File: src/rtl/seg7_display_decoder.sv
// seg7_display_decoder
// Watches an active-low seven-segment drive pattern and recovers the digit,
// decimal point, blank and invalid status. A new pattern has to hold steady
// for STABLE_CYCLES samples before it counts. A repeat of the last committed
// pattern is dropped. Each new reading goes to a consumer over valid/ready.
module seg7_display_decoder #(
  parameter int STABLE_CYCLES = 4
) (
  input  logic       clk,
  input  logic       rst,
  input  logic [7:0] seg_in,
  input  logic       out_ready,
  output logic       out_valid,
  output logic [3:0] digit,
  output logic       dp,
  output logic       blank,
  output logic       err,
  output logic       overrun
);

  localparam logic [7:0] CNT_MAX    = 8'(STABLE_CYCLES);
  localparam logic [7:0] CNT_COMMIT = 8'(STABLE_CYCLES - 1);

  logic [7:0] cand;
  logic [7:0] cnt;
  logic [7:0] last;

  logic [3:0] dec_digit;
  logic       dec_blank;
  logic       dec_err;
  logic       same;
  logic       commit;

  // Decode the a-g part of the candidate; anything unrecognised is flagged as an error
  always_comb begin
    dec_digit = 4'hF;
    dec_blank = 1'b0;
    dec_err   = 1'b0;
    case (cand[7:1])
      7'b0000001: dec_digit = 4'd0;
      7'b1001111: dec_digit = 4'd1;
      7'b0010010: dec_digit = 4'd2;
      7'b0000110: dec_digit = 4'd3;
      7'b1001100: dec_digit = 4'd4;
      7'b0100100: dec_digit = 4'd5;
      7'b0100000: dec_digit = 4'd6;
      7'b0001111: dec_digit = 4'd7;
      7'b0000000: dec_digit = 4'd8;
      7'b0000100: dec_digit = 4'd9;
      7'b1111111: dec_blank = 1'b1;
      default:    dec_err   = 1'b1;
    endcase
  end

  // A commit fires on the sample that takes the count to its final value, and only for a fresh code
  always_comb begin
    same   = (seg_in == cand);
    commit = same && (cnt == CNT_COMMIT) && (cand != last);
  end

  // Stability filter: restart on any change, count identical samples up to saturation
  always_ff @(posedge clk or negedge rst) begin
    if (!rst) begin
      cand <= 8'hFF;
      cnt  <= 8'd0;
    end else if (!same) begin
      cand <= seg_in;
      cnt  <= 8'd1;
    end else if (cnt < CNT_MAX) begin
      cnt  <= cnt + 8'd1;
    end
  end

  // Remember the most recently committed code so that repeats are suppressed
  always_ff @(posedge clk or negedge rst) begin
    if (!rst) begin
      last <= 8'hFF;
    end else if (commit) begin
      last <= cand;
    end
  end

  // Output register and handshake; a commit onto an unaccepted reading sets the sticky overrun
  always_ff @(posedge clk or negedge rst) begin
    if (!rst) begin
      digit     <= 4'hF;
      dp        <= 1'b0;
      blank     <= 1'b1;
      err       <= 1'b0;
      out_valid <= 1'b0;
      overrun   <= 1'b0;
    end else if (commit) begin
      digit     <= dec_digit;
      dp        <= ~cand[0];
      blank     <= dec_blank;
      err       <= dec_err;
      out_valid <= 1'b1;
      if (out_valid && !out_ready) begin
        overrun <= 1'b1;
      end
    end else if (out_valid && out_ready) begin
      out_valid <= 1'b0;
    end
  end

endmodule
File: config.mk
export PLATFORM = sky130hd
export DESIGN_NAME = seg7_display_decoder
export DESIGN_NICKNAME = d
export VERILOG_FILES = /design/src/rtl/seg7_display_decoder.sv
export SDC_FILE = /design/constraint.sdc
export NUM_CORES = 1
export LEC_CHECK = 0
export BUFFER_PORTS_ARGS = -buffer_cell sky130_fd_sc_hd__buf_2
export CAP_MARGIN = 20
export CELL_PAD_IN_SITES_DETAIL_PLACEMENT = 1
export CELL_PAD_IN_SITES_GLOBAL_PLACEMENT = 2
export CORE_MARGIN = 3
export CORE_UTILIZATION = 35
export CTS_BUF_LIST = sky130_fd_sc_hd__clkbuf_16
export CTS_CLUSTER_SIZE = 14
export DETAILED_ROUTE_END_ITERATION = 12
export MAX_ROUTING_LAYER = met4
export PLACE_DENSITY = 0.71
export SYNTH_ARGS = -nofsm -noshare
export SYNTH_HDL_FRONTEND = slang
export SYNTH_SLANG_ARGS = --single-unit
export TNS_END_PERCENT = 30
File: constraint.sdc
create_clock -name clk -period 2.3 [get_ports clk]
set_input_delay 0.69 -clock clk [delete_from_list [all_inputs] [get_ports clk]]
set_output_delay 0.69 -clock clk [all_outputs]
set_load 0.01 [all_outputs]
==> reports/qor.yml <==
fin_crit_sh_pct: 87.17
grt_antenna_before_repair: 0
worstHoldStart: "overrun"
critPathKind: "flop to flop"
io_pins: 20
htreeDepth: 2
area_growth_pct: 14.40
hold_path_depth: 1
grt_pass1_wl_um: 5430
setup_viol: 0
cts_tree: "built"
yosys-top-cells-area: "dfstp_2 33%, dfrtp_1 18%, xor2_1 5.2%, mux2_1 4.0%, xnor2_2 3.9%"
critical-path-top-delay-family: "flip-flops"
drt-initial-drc-count: 29
async_flop_share_pct: 100.0
hold_path_class: "flop to flop"
synth_most_common_cell: "dfstp_2"
syn-num-nets: 149
post-cts-setup-buffer-count: 0
crit_chain: "xor2_1, nor4_2, a2111oi_4, buf_12, mux2_1"
start_util_pct: 37.42
cp_num_buf_inv: 1
maxSlewHeadroom_pct: 51.59
drc: 0
fp.dieW_um: 75.39
pre_cts_ws_ns: 0.1117
slowest_delay_ns: 0.66
endpoint_kind: "flop"
multi_input_area_um2: 721.9
period_needed_ns: 2.005
first_pass_iters: 4
clock_latency_ns: 0.27
max_freq_mhz: 498.8
placementRows: 24
ctsResizeCount: 0
path_max_fanout: 15
vdd_ir_drop_max_mv: 0.4036
synth_seq_cells: 33
grt_max_degree: 34
tightest_slew_ns: 0.7261
coreArea_mm2: 0.004504
finClkSkew_ns: 0.003927
diodes: 0
gp_congestion: 0.7624
final-hold-violation-count: 0
drv_slew: 0
hpwl_um: 2369
grt_pass1_vias: 1154
wl_um: 3157
yosys.cell_types.count: 43
die_y_um: 75.39
slowest_stage: "dfstp_2"
io_buffer_count: 19
cp_data_arrival_time_ns: 2.20
min_to: "overrun"
rrSetupSlack_ns: 0.30
hold_buffers: 0
r2r-start: "cand[4]"
netlist.area_leader.share_pct: 32.74
r2r_end: "last[0]"
cts_buffer_depth: 2
syn_area_per_cell_um2: 12.30
numCtsBuffers: 5
fin_util_pct: 42.81
syn-cell-area_mm2: 0.001685
yosys-top-cells-count: "21 x dfstp_2, 12 x dfrtp_1, 10 x xor2_1"
crit_path_start_kind: "flop"
drive_gt1_share_pct: 44.44
power_density_mw_per_mm2: 675.8
worst_slack_ns: 0.2951
root_buffer: "clkbuf_16"
synth_edf_count: 0
ys.flop_type: "dfstp_2"
tns_ns: 0
rsz0062_at_grt: "false"
synth_top_cell_by_area: "dfstp_2"
vias_per_cell: 5.180
final_nets: 164
wl_per_cell_um: 15.40
leakage_uw: 0.0008429
worstPathRequired_ns: 2.49
synth-warning-count: 0
synthCells: 137
dieArea_mm2: 0.005684
grt-ovfl-total: 0
grtUsageTotal_pct: 13.45
power_uw: 1303
drtAntennaViolNets: 0
outcome: "finished, final reports clean"
fillers: 494
via_count: 1062
regArea_um2: 852.1
ys_seq_area_share_pct: 50.56
ff2ff_path_depth: 5
cts.sink_count: 33
clk_pin_slew_ns: 0.05
cap_viol_max_count: 0
## worst register-to-register path, stage by stage, from the launching register on
cell       delay (ns)
dfstp_2          0.66
xor2_1           0.13
nor4_2           0.48
a2111oi_4        0.17
buf_12           0.19
mux2_1           0.31
## where the power goes
part | internal, uW | switching (uW) | total [uW]
Clock | 388 | 217 | 605
Sequential | 598 | 21.3 | 619
Combinational | 35.7 | 43.5 | 79.1
## per-layer routing
metal	vias up	track usage (%)	routed length (um)	share of wire, %
met2	18	21.86	1602	51
met3	6	4.354	122	3.9
met4	0	5.243	55	1.7
li1	504	-	-	-
met1	534	15.38	1376	44
met5	-	-	0	0
## through the flow
| stage | cell area, um^2 | hold slack [ns] | cells |
|---|---|---|---|
| 2_1_floorplan | 1685 | 0.3944 | 137 |
| 3_3_place_gp | 1792 | 0.4467 | 197 |
| 3_5_place_dp | 1792 | 0.4640 | 197 |
| 4_1_cts | 1928 | 0.4757 | 205 |
| 5_1_grt | 1928 | 0.4895 | 205 |
| 6_report | 1928 | 0.4710 | 205 |
## cells in the final DEF (no fill, tap or decap), drive strengths merged, types with 4 or more instances in the layout
master  Yosys  routed
dfrtp      12      12
nor2        8       8
xor2       10      10
inv         2       4
xnor2       8       8
and2        5       5
mux2       10      10
dfstp      21      21
buf         8      24
nor4        4       4
clkbuf      8       5
a31oi       5       5
nor3        4       4
## sequential cells by signal, summed over array words and instances (netlist names)
register   cells
out_valid      1
dp             1
cand           8
err            1
blank          1
cnt            8
overrun        1
digit          4
last           8
## worst max-delay path by stage
stage                     depth (start not counted)  startpoint        to  slack, ns
after floorplan                                   5   seg_in[0]  digit[1]       0.21
after global placement                            6   seg_in[0]   last[5]       0.15
after detailed placement                          6   seg_in[0]   last[3]       0.11
after CTS                                         5     cand[5]   last[0]       0.27
after global routing                              5     cand[6]  digit[3]       0.06
final                                             5     cand[4]   last[0]       0.30
## cells by family after synthesis
group,after synthesis,share of synthesized area [%]
AO/OA/AOI/OAI,19,9.502
buffers and inverters,18,6.607
XOR/XNOR,18,11.14
flip-flops,33,50.56
multiplexers,11,7.275
AND/OR/NAND/NOR,37,14.18
adder cells (fa/ha/maj),1,0.7423
## final cells by class
| type | instances | area share (%) |
|---|---|---|
| Tap cell | 52 | 3.374 |
| Sequential cell | 33 | 44.19 |
| Timing Repair Buffer | 24 | 7.528 |
| Multi-Input combinational cell | 86 | 37.44 |
| Inverter | 2 | 0.3894 |
| Clock inverter | 3 | 0.5840 |
| Clock buffer | 5 | 6.489 |
No activity file was read; power rests on OpenSTA's default activity.
